$ cat src/rtl/rx_pacer_pkg.sv
// Shared constants and helpers for the RX sample pacer.
// Holds the underrun counter width and a ceil-log2 used for pointer and count sizing.
package rx_pacer_pkg;

  localparam int UNDERRUN_W = 16;

  // Returns ceil(log2(value)); value 1 yields 0.
  function automatic int clog2(input int value);
    int result;
    result = 0;
    for (int i = 0; i < 31; i++) begin
      if ((1 << i) < value) begin
        result = i + 1;
      end
    end
    return result;
  endfunction

endpackage

$ cat src/rtl/sample_fifo.sv
// Synchronous FIFO with push/pop/count; storage is not reset, only pointers and count.
// Pushes while full and pops while empty are ignored internally.
module sample_fifo
  import rx_pacer_pkg::*;
#(
  parameter int data_width_g = 24,
  parameter int depth_g      = 16
) (
  input  logic                      clk,
  input  logic                      rst_n,
  input  logic                      clr,
  input  logic                      push,
  input  logic [data_width_g-1:0]   push_data,
  input  logic                      pop,
  output logic [data_width_g-1:0]   head_data,
  output logic [clog2(depth_g):0]   count,
  output logic                      full,
  output logic                      empty
);

  localparam int AW = clog2(depth_g);
  localparam logic [AW:0] depth_c = (AW + 1)'(depth_g);
  localparam logic [AW:0] one_c   = (AW + 1)'(1);
  localparam logic [AW-1:0] ptr_one_c = AW'(1);

  logic [data_width_g-1:0] mem [depth_g];
  logic [AW-1:0]           wr_ptr;
  logic [AW-1:0]           rd_ptr;
  logic                    do_push;
  logic                    do_pop;

  assign full      = (count == depth_c);
  assign empty     = (count == '0);
  assign do_push   = push && !full && !clr;
  assign do_pop    = pop && !empty && !clr;
  assign head_data = mem[rd_ptr];

  always_ff @(posedge clk) begin
    if (do_push) begin
      mem[wr_ptr] <= push_data;
    end
  end

  // Power-of-two depth lets the pointers wrap by plain overflow.
  always_ff @(posedge clk or negedge rst_n) begin
    if (!rst_n) begin
      wr_ptr <= '0;
      rd_ptr <= '0;
      count  <= '0;
    end else if (clr) begin
      wr_ptr <= '0;
      rd_ptr <= '0;
      count  <= '0;
    end else begin
      if (do_push) begin
        wr_ptr <= wr_ptr + ptr_one_c;
      end
      if (do_pop) begin
        rd_ptr <= rd_ptr + ptr_one_c;
      end
      case ({do_push, do_pop})
        2'b10:   count <= count + one_c;
        2'b01:   count <= count - one_c;
        default: count <= count;
      endcase
    end
  end

endmodule

$ cat src/rtl/rx_sample_pacer.sv
// Buffers I/Q samples and releases one per strobe tick toward the RX chain,
// counting ticks that find the buffer empty.
module rx_sample_pacer
  import rx_pacer_pkg::*;
#(
  parameter int sample_bit_width_g = 12,
  parameter int fifo_depth_g       = 16,
  parameter int period_width_g     = 8
) (
  input  logic                          sys_clk,
  input  logic                          sys_rstn,
  input  logic                          sys_init,
  input  logic                          enable,
  input  logic [period_width_g-1:0]     strobe_period,
  input  logic [sample_bit_width_g-1:0] in_i,
  input  logic [sample_bit_width_g-1:0] in_q,
  input  logic                          in_valid,
  output logic                          in_ready,
  output logic [sample_bit_width_g-1:0] rx_data_i,
  output logic [sample_bit_width_g-1:0] rx_data_q,
  output logic                          rx_data_valid,
  output logic [clog2(fifo_depth_g):0]  fill_level,
  output logic [UNDERRUN_W-1:0]         underrun_cnt
);

  localparam int SW = sample_bit_width_g;
  localparam logic [period_width_g-1:0] period_one_c = period_width_g'(1);
  localparam logic [UNDERRUN_W-1:0]     under_one_c  = UNDERRUN_W'(1);

  logic [period_width_g-1:0] strobe_cnt;
  logic [period_width_g-1:0] period_eff;
  logic [period_width_g-1:0] period_last;
  logic                      tick;
  logic                      fifo_full;
  logic                      fifo_empty;
  logic                      pop_taken;
  logic [2*SW-1:0]           head_data;

  // Input handshake: a sample transfers on any rising edge where in_valid and
  // in_ready are both high; in_ready reflects occupancy only, never a same-cycle pop.
  assign in_ready = !fifo_full;

  // A zero period behaves like one; ">=" also fires at once when the period drops below the count.
  assign period_eff  = (strobe_period == '0) ? period_one_c : strobe_period;
  assign period_last = period_eff - period_one_c;
  assign tick        = enable && (strobe_cnt >= period_last);
  assign pop_taken   = tick && !fifo_empty;

  sample_fifo #(
    .data_width_g (2 * SW),
    .depth_g      (fifo_depth_g)
  ) u_fifo (
    .clk       (sys_clk),
    .rst_n     (sys_rstn),
    .clr       (sys_init),
    .push      (in_valid),
    .push_data ({in_i, in_q}),
    .pop       (tick),
    .head_data (head_data),
    .count     (fill_level),
    .full      (fifo_full),
    .empty     (fifo_empty)
  );

  always_ff @(posedge sys_clk or negedge sys_rstn) begin
    if (!sys_rstn) begin
      strobe_cnt <= '0;
    end else if (sys_init || !enable || tick) begin
      strobe_cnt <= '0;
    end else begin
      strobe_cnt <= strobe_cnt + period_one_c;
    end
  end

  always_ff @(posedge sys_clk or negedge sys_rstn) begin
    if (!sys_rstn) begin
      rx_data_i     <= '0;
      rx_data_q     <= '0;
      rx_data_valid <= 1'b0;
    end else if (sys_init) begin
      rx_data_valid <= 1'b0;
    end else begin
      rx_data_valid <= pop_taken;
      if (pop_taken) begin
        rx_data_i <= head_data[2*SW-1:SW];
        rx_data_q <= head_data[SW-1:0];
      end
    end
  end

  // An empty tick is an underrun even when a push lands in the same cycle.
  always_ff @(posedge sys_clk or negedge sys_rstn) begin
    if (!sys_rstn) begin
      underrun_cnt <= '0;
    end else if (sys_init) begin
      underrun_cnt <= '0;
    end else if (tick && fifo_empty && (underrun_cnt != '1)) begin
      underrun_cnt <= underrun_cnt + under_one_c;
    end
  end

endmodule

$ cat config.mk
export PLATFORM = sky130hd
export DESIGN_NAME = rx_sample_pacer
export DESIGN_NICKNAME = d
export VERILOG_FILES = /design/src/rtl/rx_pacer_pkg.sv /design/src/rtl/sample_fifo.sv /design/src/rtl/rx_sample_pacer.sv
export SDC_FILE = /design/constraint.sdc
export NUM_CORES = 1
export LEC_CHECK = 0
export CAP_MARGIN = 20
export CORE_MARGIN = 3
export CORE_UTILIZATION = 50
export DETAILED_ROUTE_END_ITERATION = 6
export PLACE_DENSITY = 0.7
export SLEW_MARGIN = 10
export SYNTH_ARGS = -nofsm -noshare
export SYNTH_HDL_FRONTEND = slang
export SYNTH_SLANG_ARGS = --single-unit
export TNS_END_PERCENT = 1
$ cat constraint.sdc
create_clock -name sys_clk -period 3.11 [get_ports sys_clk]
set_input_delay 0.622 -clock sys_clk [delete_from_list [all_inputs] [get_ports sys_clk]]
set_output_delay 0.622 -clock sys_clk [all_outputs]
set_load 0.02 [all_outputs]
==> qor.yml <==
setup_ws_ns: -0.826
final-max-slew-violation-count: 0
cts_sinks: 446
synth_cell_types: 48
grt_use_total_pct: 19.6
ys_seq_elements: 446
max_freq_mhz: 254
drc: 0
avgSynthCellArea_um2: 20.5
yosysMostFrequentCell: "edfxtp_1"
fin_crit_sh_pct: 127
total_power_uw: 12400
synth_top_flop_cell: "edfxtp_1"
dp.cells: 1430
syn-num-nets: 927
gr-total-overflow: 0
grt_max_degree: 54
holdWs_ns: 0.189
place_area_mm2: 0.0198
endpoint: "u_fifo.count[4]"
cts.clk_slew.worst_paths_ns: 0.06
async_flop_share_pct: 13.9
initial_core_util_pct: 51.2
critPathCaptureType: "flip-flop"
instances_no_fill: 1520
ctsHoldBuffers: 0
cts_tree: "yes"
clk_path_buf_depth: 3
grt_pass1_vias: 9160
antennaDiodeCount: 0
worstMarginPinSlew_ns: 0.854
htree_levels: 2
setup_violations: 57
synth_warnings: 0
postRouteAntennaNets: 0
reg2regPathDepth: 14
reg2reg_from: "strobe_cnt[1]"
r2r-end: "u_fifo.count[4]"
fin_nets: 1085
critPathLaunch: "strobe_period[2]"
first_pass_iters: 5
power.leakage_uw: 0.00709
rows: 68
synth_edf_count: 384
antenna_found_initial: 0
syn_inst: 870
drive_gt1_share_pct: 30.1
synth.yosys.seq_area_share_pct: 73.2
io_pins: 84
die-area_mm2: 0.0380
insertion_delay_ns: 0.55
dp_hpwl_um: 21600
synth.area.top_cells: "edfxtp_1, mux4_2, dfrtp_1"
power_density_mw_per_mm2: 575
regToRegSetupSlack_ns: 0.29
violations: "setup timing"
arrival_ns: 4.35
vdd_drop_max_v: 0.000568
finalClockSkew_ns: 0.0204
path_class: "primary input to flip-flop"
synth_top_cell_area_share_pct: 64.5
vias: 8925
rsz0062_at_grt: "true"
required_ns: 3.53
worstPathMaxFanout: 3
wirelength_um: 36900
core-area_mm2: 0.0349
die_h_um: 195
hp-class: "primary input to async pin"
yosys-top-cells-count: "edfxtp_1, mux4_2, dfrtp_1"
hold_viol: 0
syn-cell-area_mm2: 0.0179
cts_root_buf: "clkbuf_16"
worst_slew_margin_rel_pct: 43.1
synthToLayoutAreaGrowth_pct: 20.2
routedWlPerCell_um: 24.2
cts_buffers: 46
start_kind: "primary input"
gp_congestion: 0.774
die_w_um: 195
tns_ns: -15.00
via_per_inst: 5.87
synth_area_leader_cell: "edfxtp_1"
final.min_clock_period_ns: 3.94
grt_pass1_wl_um: 57000
status: "complete, but fails checks"
drtIter0Drc: 696
finalInstanceArea_mm2: 0.0215
maxCapViolations: 0
port_buffers: 83
cells by family after synthesis:
family / share of synthesized area, %
adder cells (fa/ha/maj): 1.44
XOR/XNOR: 0.931
multiplexers: 17.4
buffers and inverters: 1.57
flip-flops: 73.2
AND/OR/NAND/NOR: 3.61
AO/OA/AOI/OAI: 1.82
worst min-delay path by stage:
stage	endpoint	from	slack (ns)
5_1_grt	rx_data_i[10]	sys_rstn	0.23
6_report	rx_data_i[10]	sys_rstn	0.19
3_3_place_gp	rx_data_i[4]	rx_data_i[4]	0.49
3_5_place_dp	rx_data_q[9]	rx_data_q[9]	0.49
4_1_cts	rx_data_i[10]	sys_rstn	0.21
2_1_floorplan	rx_data_i[0]	sys_rstn	0.33
area by class of cell:
type / instances / area [um2]
Clock inverter: 18 / 193
Timing Repair Buffer: 151 / 1520
Inverter: 12 / 45.0
Tap cell: 455 / 569
Sequential cell: 446 / 13100
Fill cell: 2448 / 13400
Clock buffer: 67 / 1280
Multi-Input combinational cell: 371 / 4770
routing by layer:
layer	global-route usage (%)	up-vias	part of all wire, %
met5	0	-	0
met4	4.22	0	1.5
met3	3.57	49	6.1
met2	33.0	289	51
met1	27.5	4695	42
li1	-	3892	-
flip-flops by register name, indices dropped and copies added, names as in the netlist:
| name | cells |
|---|---|
| rx_data_q | 12 |
| rx_data_i | 12 |
| u_fifo.rd_ptr | 4 |
| u_fifo.mem | 384 |
| u_fifo.count | 5 |
| strobe_cnt | 8 |
| rx_data_valid | 1 |
| underrun_cnt | 16 |
| u_fifo.wr_ptr | 4 |
worst max-delay path: stages:
cell,delay (ns)
buf_6,0.09
or3_4,0.37
or4_4,0.45
nor2_4,0.15
nor2_4,0.05
ha_4,0.16
nor3b_4,0.15
nand2_1,0.07
xor2_1,0.07
ha_1,0.29
nand2_2,0.08
o21ai_2,0.17
and3_4,0.22
nor2_4,0.04
nor3_4,0.16
inv_2,0.06
fa_2,0.34
nor2b_1,0.14
o21ai_2,0.08
nand2_1,0.08
a21oi_2,0.04
a22oi_2,0.15
mux2_4,0.31
power by group:
part | total [uW] | leakage [uW] | internal, uW | switching (uW)
clock | 5350 | 0.000724 | 3190 | 2160
combinational | 410 | 0.00205 | 178 | 232
sequential | 6590 | 0.00431 | 6560 | 29.1
placed cells by master (no fill, tap or decap), types with 14 or more instances in the layout:
master | Yosys | routed
buf_12 | 3 | 14
nor2_1 | 42 | 27
clkbuf_16 | 0 | 47
nand3_1 | 16 | 16
edfxtp_1 | 384 | 384
clkdlybuf4s50_1 | 0 | 76
nand2_1 | 21 | 20
clkbuf_1 | 18 | 17
buf_4 | 3 | 54
nor2_4 | 1 | 17
mux4_2 | 113 | 113
ha_1 | 19 | 17
mux2_4 | 18 | 24
dfrtp_1 | 62 | 59
a21oi_1 | 25 | 20
repair_timing:
action                                 4_1_cts  5_1_grt
endpoints found under the hold margin        0        0
setup endpoints to repair                   58       58
pin swaps                                   33       18
gates resized for setup                     31       17
setup buffers                                3        2
through the flow:
step                util (%)  setup WS (ns)
CTS                     61.3         -0.965
floorplan                  -          -1.23
finish                  61.6         -0.826
global route            61.6         -0.959
global placement        56.8          -1.74
detailed placement      56.8          -1.79
Power figures use the tool's default switching activity.
